===== config.mk =====
export PLATFORM = sky130hd
export DESIGN_NAME = td4x_core_flat
export DESIGN_NICKNAME = d
export VERILOG_FILES = /design/src/rtl/td4x_pkg.sv /design/src/rtl/td4x_if.sv /design/src/rtl/td4x_ret_stack.sv /design/src/rtl/td4x_core.sv /design/src/flat_wrapper.sv
export SDC_FILE = /design/constraint.sdc
export NUM_CORES = 1
export LEC_CHECK = 0
export ABC_AREA = 1
export CORE_UTILIZATION = 46
export DETAILED_ROUTE_END_ITERATION = 16
export GPL_TIMING_DRIVEN = 0
export PLACE_DENSITY_LB_ADDON = 0.1
export RECOVER_POWER = 100
export SLEW_MARGIN = 20
export SYNTH_ARGS = -nofsm -noshare
export SYNTH_HDL_FRONTEND = slang
export SYNTH_HIERARCHICAL = 1
export SYNTH_SLANG_ARGS = --single-unit

===== constraint.sdc =====
create_clock -name clk -period 1.9 [get_ports clk]
set_input_delay 0.285 -clock clk [delete_from_list [all_inputs] [get_ports clk]]
set_output_delay 0.285 -clock clk [all_outputs]
set_load 0.02 [all_outputs]

===== src/rtl/td4x_pkg.sv =====
// td4x_pkg: opcodes and FSM encoding shared by the TD4X core files.
// The optional CALL/RET return stack is built only with TD4X_CALL_EN.
package td4x_pkg;

    localparam logic [3:0] OP_ADD_A  = 4'b0000;
    localparam logic [3:0] OP_MOV_AB = 4'b0001;
    localparam logic [3:0] OP_IN_A   = 4'b0010;
    localparam logic [3:0] OP_MOV_A  = 4'b0011;
    localparam logic [3:0] OP_MOV_BA = 4'b0100;
    localparam logic [3:0] OP_ADD_B  = 4'b0101;
    localparam logic [3:0] OP_IN_B   = 4'b0110;
    localparam logic [3:0] OP_MOV_B  = 4'b0111;
    localparam logic [3:0] OP_CALL   = 4'b1000;
    localparam logic [3:0] OP_OUT_B  = 4'b1001;
    localparam logic [3:0] OP_RET    = 4'b1010;
    localparam logic [3:0] OP_OUT_I  = 4'b1011;
    localparam logic [3:0] OP_NOP    = 4'b1100;
    localparam logic [3:0] OP_HALT   = 4'b1101;
    localparam logic [3:0] OP_JNC    = 4'b1110;
    localparam logic [3:0] OP_JMP    = 4'b1111;

    typedef enum logic [1:0] {
        ST_FETCH = 2'd0,
        ST_EXEC  = 2'd1,
        ST_HALT  = 2'd2
    } state_t;

endpackage


===== src/rtl/td4x_if.sv =====
// td4x_if: instruction-fetch req/valid bus between core and program memory.
// The core is the master (drives address/request), memory the slave.
interface td4x_if #(
    parameter int ADDR_W = 4,
    parameter int DATA_W = 4
);
    logic [ADDR_W-1:0]   imem_addr;
    logic                imem_req;
    logic                imem_vld;
    logic [DATA_W+3:0]   imem_data;

    modport master (
        output imem_addr,
        output imem_req,
        input  imem_vld,
        input  imem_data
    );

    modport slave (
        input  imem_addr,
        input  imem_req,
        output imem_vld,
        output imem_data
    );
endinterface


===== src/rtl/td4x_ret_stack.sv =====
// td4x_ret_stack: LIFO of return addresses for CALL/RET.
// Compiled only when TD4X_CALL_EN is defined; otherwise the core has no stack.
`ifdef TD4X_CALL_EN
module td4x_ret_stack #(
    parameter int ADDR_W      = 4,
    parameter int STACK_DEPTH = 4
) (
    input  logic              clk,
    input  logic              rst,
    input  logic              push,
    input  logic              pop,
    input  logic [ADDR_W-1:0] din,
    output logic [ADDR_W-1:0] top,
    output logic              full,
    output logic              empty
);
    localparam int SP_W  = $clog2(STACK_DEPTH + 1);
    localparam int IDX_W = (STACK_DEPTH > 1) ? $clog2(STACK_DEPTH) : 1;

    logic [SP_W-1:0]   sp;
    logic [ADDR_W-1:0] mem [STACK_DEPTH];

    assign full  = (sp == SP_W'(STACK_DEPTH));
    assign empty = (sp == '0);
    assign top   = mem[IDX_W'(sp - SP_W'(1))];

    // Stack pointer: counts live entries, cleared by reset
    always_ff @(posedge clk) begin
        if (rst) begin
            sp <= '0;
        end else if (push && !full) begin
            sp <= sp + SP_W'(1);
        end else if (pop && !empty) begin
            sp <= sp - SP_W'(1);
        end
    end

    // Entry storage: written at the current pointer on push, never reset
    always_ff @(posedge clk) begin
        if (push && !full) begin
            mem[IDX_W'(sp)] <= din;
        end
    end
endmodule
`endif


===== src/rtl/td4x_core.sv =====
// td4x_core: TD4-compatible CPU with req/valid instruction fetch and HALT.
// Define TD4X_CALL_EN to add CALL/RET with a STACK_DEPTH return stack.
module td4x_core
    import td4x_pkg::*;
#(
    parameter int DATA_W      = 4,
    parameter int ADDR_W      = 4,
    parameter int STACK_DEPTH = 4
) (
    input  logic              clk,
    input  logic              rst,
    td4x_if.master            bus,
    input  logic [DATA_W-1:0] port_i,
    output logic [DATA_W-1:0] port_o,
    output logic              port_o_we,
    output logic              cf,
    output logic              halted,
    output logic              stk_err
);
    state_t            state;
    state_t            state_nx;
    logic [ADDR_W-1:0] pc;
    logic [ADDR_W-1:0] pc_nx;
    logic [ADDR_W-1:0] pc_inc;
    logic [ADDR_W-1:0] tgt;
    logic [ADDR_W-1:0] call_pc;
    logic [ADDR_W-1:0] ret_pc;
    logic [DATA_W-1:0] a;
    logic [DATA_W-1:0] b;
    logic [3:0]        ir_op;
    logic [DATA_W-1:0] ir_imm;
    logic [DATA_W-1:0] src;
    logic [DATA_W:0]   sum;
    logic              alu_op;
    logic              accept;
    logic              exec;
    logic              stk_fault;

    assign accept = (state == ST_FETCH) && bus.imem_vld;
    assign exec   = (state == ST_EXEC);
    assign pc_inc = pc + ADDR_W'(1);
    assign tgt    = ADDR_W'(ir_imm);
    assign sum    = {1'b0, src} + {1'b0, ir_imm};

`ifdef TD4X_CALL_EN
    logic stk_full;
    logic stk_empty;
    logic stk_push;
    logic stk_pop;

    assign stk_push  = exec && (ir_op == OP_CALL) && !stk_full;
    assign stk_pop   = exec && (ir_op == OP_RET) && !stk_empty;
    assign stk_fault = exec && (((ir_op == OP_CALL) && stk_full)
                             || ((ir_op == OP_RET) && stk_empty));
    assign call_pc   = tgt;

    td4x_ret_stack #(
        .ADDR_W      (ADDR_W),
        .STACK_DEPTH (STACK_DEPTH)
    ) u_stack (
        .clk   (clk),
        .rst   (rst),
        .push  (stk_push),
        .pop   (stk_pop),
        .din   (pc_inc),
        .top   (ret_pc),
        .full  (stk_full),
        .empty (stk_empty)
    );
`else
    logic unused_cfg;

    assign stk_fault  = 1'b0;
    assign call_pc    = pc_inc;
    assign ret_pc     = pc_inc;
    assign unused_cfg = (STACK_DEPTH > 0);
`endif

    // ALU source select; MOV imm adds to zero so its carry is always clear
    always_comb begin
        src    = '0;
        alu_op = 1'b1;
        unique case (ir_op)
            OP_ADD_A, OP_MOV_BA: src = a;
            OP_ADD_B, OP_MOV_AB: src = b;
            OP_IN_A, OP_IN_B:    src = port_i;
            OP_MOV_A, OP_MOV_B:  src = '0;
            default:             alu_op = 1'b0;
        endcase
    end

    // Next PC; a halt or stack fault parks the PC on the faulting op
    always_comb begin
        pc_nx = pc_inc;
        unique case (ir_op)
            OP_JMP:  pc_nx = tgt;
            OP_JNC:  if (!cf) pc_nx = tgt;
            OP_HALT: pc_nx = pc;
            OP_CALL: pc_nx = stk_fault ? pc : call_pc;
            OP_RET:  pc_nx = stk_fault ? pc : ret_pc;
            default: pc_nx = pc_inc;
        endcase
    end

    // Architectural state: IR on fetch accept, regs/flags/PC in EXEC
    always_ff @(posedge clk) begin
        if (rst) begin
            pc      <= '0;
            a       <= '0;
            b       <= '0;
            port_o  <= '0;
            cf      <= 1'b0;
            stk_err <= 1'b0;
            ir_op   <= OP_NOP;
            ir_imm  <= '0;
        end else begin
            if (accept) begin
                {ir_op, ir_imm} <= bus.imem_data;
            end
            if (exec) begin
                pc <= pc_nx;
                if (alu_op) cf <= sum[DATA_W];
                unique case (ir_op)
                    OP_ADD_A, OP_MOV_A, OP_MOV_AB, OP_IN_A:
                        a <= sum[DATA_W-1:0];
                    OP_ADD_B, OP_MOV_B, OP_MOV_BA, OP_IN_B:
                        b <= sum[DATA_W-1:0];
                    OP_OUT_B: port_o <= b;
                    OP_OUT_I: port_o <= ir_imm;
                    default:  ;
                endcase
                if (stk_fault) stk_err <= 1'b1;
            end
        end
    end

    // FSM state register
    always_ff @(posedge clk) begin
        if (rst) state <= ST_FETCH;
        else     state <= state_nx;
    end

    // FSM next state: wait for valid, execute once, HALT is terminal
    always_comb begin
        state_nx = state;
        unique case (state)
            ST_FETCH: if (bus.imem_vld) state_nx = ST_EXEC;
            ST_EXEC:  state_nx = ((ir_op == OP_HALT) || stk_fault)
                               ? ST_HALT : ST_FETCH;
            ST_HALT:  state_nx = ST_HALT;
            default:  state_nx = ST_FETCH;
        endcase
    end

    // FSM outputs: request only in FETCH, output strobe in EXEC of an OUT
    always_comb begin
        bus.imem_addr = pc;
        bus.imem_req  = (state == ST_FETCH);
        halted        = (state == ST_HALT);
        port_o_we     = exec && ((ir_op == OP_OUT_B) || (ir_op == OP_OUT_I));
    end
endmodule


===== src/flat_wrapper.sv =====
// flat-port wrapper written by rule: the top's interface ports become plain ports
module td4x_core_flat import td4x_pkg::*;
#(
    parameter int DATA_W      = 4,
    parameter int ADDR_W      = 4,
    parameter int STACK_DEPTH = 4
)
  (clk, rst, port_i, port_o, port_o_we, cf, halted, stk_err, bus_imem_addr, bus_imem_req, bus_imem_vld, bus_imem_data);
  td4x_if #(.ADDR_W(ADDR_W), .DATA_W(DATA_W)) bus_i ();
  input  logic clk;
  input  logic rst;
  input  logic [DATA_W-1:0] port_i;
  output logic [DATA_W-1:0] port_o;
  output logic port_o_we;
  output logic cf;
  output logic halted;
  output logic stk_err;
  output wire logic [$bits(bus_i.imem_addr)-1:0] bus_imem_addr;
  output wire logic [$bits(bus_i.imem_req)-1:0] bus_imem_req;
  input wire logic [$bits(bus_i.imem_vld)-1:0] bus_imem_vld;
  input wire logic [$bits(bus_i.imem_data)-1:0] bus_imem_data;
  assign bus_imem_addr = bus_i.imem_addr;
  assign bus_imem_req = bus_i.imem_req;
  assign bus_i.imem_vld = bus_imem_vld;
  assign bus_i.imem_data = bus_imem_data;
  td4x_core #(.DATA_W(DATA_W), .ADDR_W(ADDR_W), .STACK_DEPTH(STACK_DEPTH)) u_core (.clk(clk), .rst(rst), .bus(bus_i), .port_i(port_i), .port_o(port_o), .port_o_we(port_o_we), .cf(cf), .halted(halted), .stk_err(stk_err));
endmodule

# Yosys cells after proc, flatten, opt, wreduce, memory -nomap -nowiden
# Cells that the tools add are included.
# Widths: inputs -> output; s select.
# totals
latchBits	0
ramBits	0
input_bits	15
regBits	27
word_cells	51
mem_bits_ro	0
memories	0
output_inout_bits	13
# op_classes
n_eq_ne	15
div_mod_pow	0
mux	8
n_lt_le_gt_ge	0
n_reduce_logical	17
mul	0
bitwise_logic	1
n_shift	0
add_sub_neg	2
# op_table
cell	count
$pmux 4 s3	2
$eq 4x4->1 const B	5
$eq 4x3->1 const B	4
$reduce_and 2->1	5
$eq 4x2->1 const B	2
$pmux 4 s2	1
$reduce_or 4->1	2
$reduce_or 8->1	1
$pmux 2 s3	1
$reduce_or 2->1	3
$add 4x4->5	1
$add 4x1->4 const B	1
$eq 4x1->1 const B	1
$logic_not 4->1	1
$mux 2	2
$mux 4	1
$eq 2x1->1 const B	1
$eq 2x2->1 const B	1
$logic_and 1x1->1	2
$logic_not 2->1	1
$ne 2x1->1 const B	1
$reduce_bool 2->1	1
$logic_or 1x1->1	1
$mux 1	1
$not 1->1	1

# Longest topological paths before layout
# depth
word_depth	4
mapped_depth	12
ltp_nobuf	12

# Worst setup path after synthesis
# No wires, ideal clock.
# synth_timing
path_kind	register to register
start	register u_core.ir_op[1]
end	register u_core.a[1]
required_time_ps	1784
period_less_slack_ps	1797
arrival_time_ps	1681
slack_ps	103
setup_ps	116
n_path_buf	0
path_stages_with_launch	9
path_cell_list	dfxtp_1 -> inv_2 -> nor3_1 -> nand2_1 -> nand3_1 -> ha_1 -> fa_1 -> o21ai_0 -> nor2_1
# synth_between
elab_chain_len	4
word_cells_on_any_way	14
cone_classes	add/sub: 1; eq/ne: 6; mux: 1; reduce/logical: 6
# synth_lines
item	line_no	rtl
start, declared	td4x_core.sv:30	logic [3:0] ir_op;
start signal, assigned	td4x_core.sv:118	{ir_op, ir_imm} <= bus.imem_data;
$eq 4x2->1 (tied with other cells)	td4x_core.sv:83	unique case (ir_op)
$reduce_or 2->1, on equally long branches	n/a	
$pmux 4 s3 *	td4x_core.sv:83	
$add 4x4->5 *	td4x_core.sv:43	assign sum = {1'b0, src} + {1'b0, ir_imm};
via u_core.sum[1]	td4x_core.sv:33	logic [DATA_W:0] sum;
end signal, assigned	td4x_core.sv:125	a <= sum[DATA_W-1:0];
end, declared	td4x_core.sv:28	logic [DATA_W-1:0] a;
# Mark *: on every way through the listed nets, which the timed path passes. The rest lies on a longest branch.
# A chain may end at the register's enable or synchronous reset.

# Final worst setup path
# layout_timing
start	register u_core.ir_op[1]
end	register u_core.a[2]
# layout_between
elab_chain_len	4
word_cells_on_any_way	14
cone_classes	add/sub: 1; eq/ne: 6; mux: 1; reduce/logical: 6
# layout_lines
item	line_no
$eq 4x2->1 (tied with other cells)	td4x_core.sv:83, td4x_core.sv:123
$reduce_or 2->1, on equally long branches	n/a
$pmux 4 s3	td4x_core.sv:83
$add 4x4->5	td4x_core.sv:43
# Several ways; a longest one is shown, not always the timed one.

==> flow_summary_export.csv <==
group,metric,value,unit
power,combPwrFrac,22.6,%
setup_path,critical_path_arrival,2.06,ns
global_routing,grt_max_degree,16,
power,power_switching_share,31.1,%
synth,syn_area_per_cell,6.93,um2
route,drt_pass_1_iters,10,
clock_network,path_clk_slew,0.15,ns
synth,syn-cell-area,0.00144,mm2
timing,finalMaxSlewViolations,0,
setup_path,family_of_cells_with_the_greatest_summed_delay_on_the_critical_path,"adder cells",
place,port_buffers,26,
setup_path,critical_path.n_buffers_inverters,1,
clock_network,clock_latency,0.33,ns
power,seq_power_share,55.1,%
setup_path,critical_path_required,2.14,ns
clock_network,ctsRootBufferMaster,"sky130_fd_sc_hd__clkbuf_4",
floorplanning,floorplan.initialDensity,50.5,%
synth,synth_top_family_by_area,"simple AND/OR/NAND/NOR gates",
setup_path,critical_path.cell_chain,"inv_4 -> nand2_2 -> nor2_4 -> nand2_1 -> nand3_1 -> ha_2 -> fa_2 -> xor2_2 -> o21ai_0 -> nor2_1",
setup_path,r2r_cells,10,
final_layout,multiInputGateArea,830,um2
clock_network,cts_tree,"done",
final_layout,layout.cell_area.non_filler,0.00187,mm2
power,power_per_cell_area,611,mW/mm2
synth,synth_compound_area_share,15.1,%
timing,clock_skew,0.00406,ns
final_layout,most_common_library_cell_in_the_layout_ignoring_fill_and_taps,"sky130_fd_sc_hd__nand2_1",
floorplanning,die_ht,58.0,um
place,detailed_place_hpwl,2.59,mm
clock_network,clkSinkCount,27,
synth,muxShareOfSynthArea,0,%
final_layout,areaGrowthSynthToFinish,30.0,%
setup_path,r2r_setup_slack,0.08,ns
route,wl_per_cell,12.7,um
setup_path,critical_path_peak_fanout,6,
floorplanning,core_area,0.00285,mm2
min_path,min-delay-path-class,"reg2reg",
synth,synth-simple-area-share,31.7,%
route,top_layer,"met4",
route,via_count,1422,
timing,rsz0062_at_grt,"yes",
power,power_switching,0.356,mW
global_routing,overflow,0,
global_routing,vias_in_the_first_global_route,1364,
timing,post-route-min-period,1.82,ns
min_path,holdPathEnd,"u_core/b[2]$_SDFFE_PP0P_",
synth,sequential_area_share_after_synthesis,37.5,%
final_layout,post_route_cells_drive_above_1_share,14.1,%
synth,synthesized_area_fraction_occupied_by_xor_and_xnor_cells,0.608,%
route,wl_met3,193,um
power,internal_power_of_the_cells,0.789,mW
power,clock_power_share,22.3,%
setup_path,critPathSlowestCell,"sky130_fd_sc_hd__dfxtp_4",
clock_network,cts_buffers,3,
timing,finalSetupViolations,0,
synth,area_share_of_fa_ha_maj_cells_after_synthesis,5.73,%
timing,setup-tns-final,0,ns
job,maxCapViolations,0,
final_layout,most-common-layout-cells,"sky130_fd_sc_hd__nand2_1, sky130_fd_sc_hd__nor2_1, sky130_fd_sc_hd__clkdlybuf4s50_1",
route,detail_route.drc_violations,3,
global_routing,grt_first_pass_wirelength,5.92,mm
synth,synth.yosys.warnings,6,
route,antenna_violating_nets_post_route,0,
setup_path,startpoint_type,"flip-flop",
final_layout,inserted_diodes,0,
route,detailedRoute.firstIterationViolations,57,
route,met1Wirelength,1.48,mm
timing,finalHoldViolCount,0,
route,met2_wirelength,1.76,mm
final_layout,finish.net_count,263,
global_routing,grt_antenna_before_repair,0,
power,power_leakage,0.806,nW
final_layout,register_area,549,um2
power,report.power.total,1.14,mW
synth,synthesis.instances,208,
floorplanning,placementRows,19,
route,finalWirelength,3.47,mm
floorplanning,die_width,58.0,um
power,worst_ir_drop_vdd,0.000433,V
run_status,outcome,"finished, violations left",
place,post_dp_cell_area,0.00174,mm2
setup_path,cpPeakStageDelay,0.41,ns
min_path,hold_start,"u_core/b[2]$_SDFFE_PP0P_",
place,gpl_congestion,0.843,
route,vias_per_cell,5.23,
floorplanning,dieArea,0.00336,mm2
global_routing,track_usage,23.0,%
setup_path,worst_setup_path_end_kind,"flip-flop",
timing,fmaxAchievable,549,MHz
min_path,hold_path_depth,2,
setup_path,r2r-start,"u_core/ir_op[1]$_SDFFE_PP0P_",
run_status,failing_checks,"design-rule violations",
setup_path,worst_r2r_endpoint,"u_core/a[2]$_SDFFE_PP0P_",
floorplanning,top_level_ports,28,
setup_path,timing.critical_path.depth,10,
synth,synthesis.nets,229,
setup_path,criticalPathCategory,"reg2reg",
clock_network,htreeDepth,1,
timing,post-route-period-util,95.8,%
clock_network,cts-root-to-sink-buffers,2,
synth,netlist-cell-type-count,23,
synth,synth.ff_latch_count,27,
final_layout,layout.filler_cells,277,
## logic make-up after synthesis
logic type               Yosys count
adder cells (fa/ha/maj)            6
other                              1
AO/OA/AOI/OAI                     40
flip-flops                        27
buffers and inverters             31
XOR/XNOR                           1
AND/OR/NAND/NOR                  102
## sequential cells by signal (all words and copies together) (netlist names)
| signal | cells |
|---|---|
| u_core/b | 4 |
| u_core/state | 2 |
| u_core/a | 4 |
| u_core/ir_op | 4 |
| u_core/ir_imm | 4 |
| u_core/cf | 1 |
| u_core/port_o | 4 |
| u_core/bus.imem_addr | 4 |
## layout make-up
class | instances | area share [%]
Clock inverter | 1 | 0.267
Inverter | 26 | 5.34
Multi-Input combinational cell | 150 | 44.3
Tap cell | 31 | 2.07
Sequential cell | 27 | 29.3
Timing Repair Buffer | 29 | 15.8
Clock buffer | 3 | 1.20
Buffer | 5 | 1.80
## power groups by stage
stage                     clock [mW]  combinational [mW]  sequential (mW)
after global routing           0.289               0.289            0.635
final                          0.256               0.258            0.631
after detailed placement           0               0.228            0.639
after CTS                      0.264               0.235            0.628
after global placement             0               0.225            0.638
after floorplan                    0               0.138            0.639
## tightest hold or removal path, delay by kind of cell (launching register included)
kind | cells | cell delay [ns]
simple gates | 1 | 0.06
flops | 1 | 0.35
compound gates | 1 | 0.06
## Yosys cell counts
library cell,n,area share (%)
sky130_fd_sc_hd__a21oi_1,16,5.6
sky130_fd_sc_hd__a21oi_4,1,1.1
sky130_fd_sc_hd__a31oi_1,1,0.43
sky130_fd_sc_hd__buf_4,2,1.0
sky130_fd_sc_hd__buf_6,1,0.78
sky130_fd_sc_hd__clkbuf_1,2,0.52
sky130_fd_sc_hd__conb_1,1,0.26
sky130_fd_sc_hd__dfxtp_1,27,38
sky130_fd_sc_hd__fa_1,1,1.4
sky130_fd_sc_hd__ha_1,5,4.3
sky130_fd_sc_hd__inv_1,24,6.3
sky130_fd_sc_hd__inv_2,2,0.52
sky130_fd_sc_hd__nand2_1,42,11
sky130_fd_sc_hd__nand2_4,2,1.6
sky130_fd_sc_hd__nand3_1,16,5.6
sky130_fd_sc_hd__nand4_1,2,0.87
sky130_fd_sc_hd__nor2_1,31,8.1
sky130_fd_sc_hd__nor2_4,3,2.3
sky130_fd_sc_hd__nor3_1,3,1.0
sky130_fd_sc_hd__o211ai_1,2,1.0
sky130_fd_sc_hd__o21ai_0,20,6.9
sky130_fd_sc_hd__or2_2,3,1.3
sky130_fd_sc_hd__xor2_1,1,0.61
## per-stage QoR
stage / setup WS (ns) / std cells / hold WS [ns] / utilization (%)
6_report: 0.0798 / 272 / 0.500 / 65.7
5_1_grt: -0.0185 / 272 / 0.519 / 65.7
4_1_cts: -0.0308 / 270 / 0.504 / 62.8
3_5_place_dp: -0.243 / 265 / 0.483 / 61.0
3_3_place_gp: -0.240 / 265 / 0.474 / 61.0
2_1_floorplan: 0.103 / 208 / 0.354 / -
## how the worst max path moves through the flow
stage / from / slack, ns / to
final: u_core/ir_op[1]$_SDFFE_PP0P_ / 0.08 / u_core/a[2]$_SDFFE_PP0P_
after global routing: u_core/ir_op[3]$_SDFFE_PP1P_ / -0.02 / u_core/a[2]$_SDFFE_PP0P_
after CTS: u_core/ir_op[3]$_SDFFE_PP1P_ / -0.03 / u_core/b[1]$_SDFFE_PP0P_
after detailed placement: u_core/ir_op[1]$_SDFFE_PP0P_ / -0.24 / u_core/b[1]$_SDFFE_PP0P_
after global placement: u_core/ir_op[1]$_SDFFE_PP0P_ / -0.24 / u_core/b[1]$_SDFFE_PP0P_
after floorplan: u_core/ir_op[1]$_SDFFE_PP0P_ / 0.10 / u_core/a[1]$_SDFFE_PP0P_
## metal layers
metal | vias to the layer above | global-route usage, %
met1 | 641 | 29.8
met4 | 0 | 8.50
met5 | - | 0
li1 | 734 | -
met3 | 4 | 2.68
met2 | 43 | 39.6
## what timing repair did
item | 4_1_cts | 5_1_grt
pin swaps | 0 | 6
gates resized for setup | 7 | 18
cloned | 0 | 0
hold buffers | 0 | 0
setup endpoints to repair | 8 | 8
buffers inserted | 1 | 2
Power figures use the tool's default switching activity.
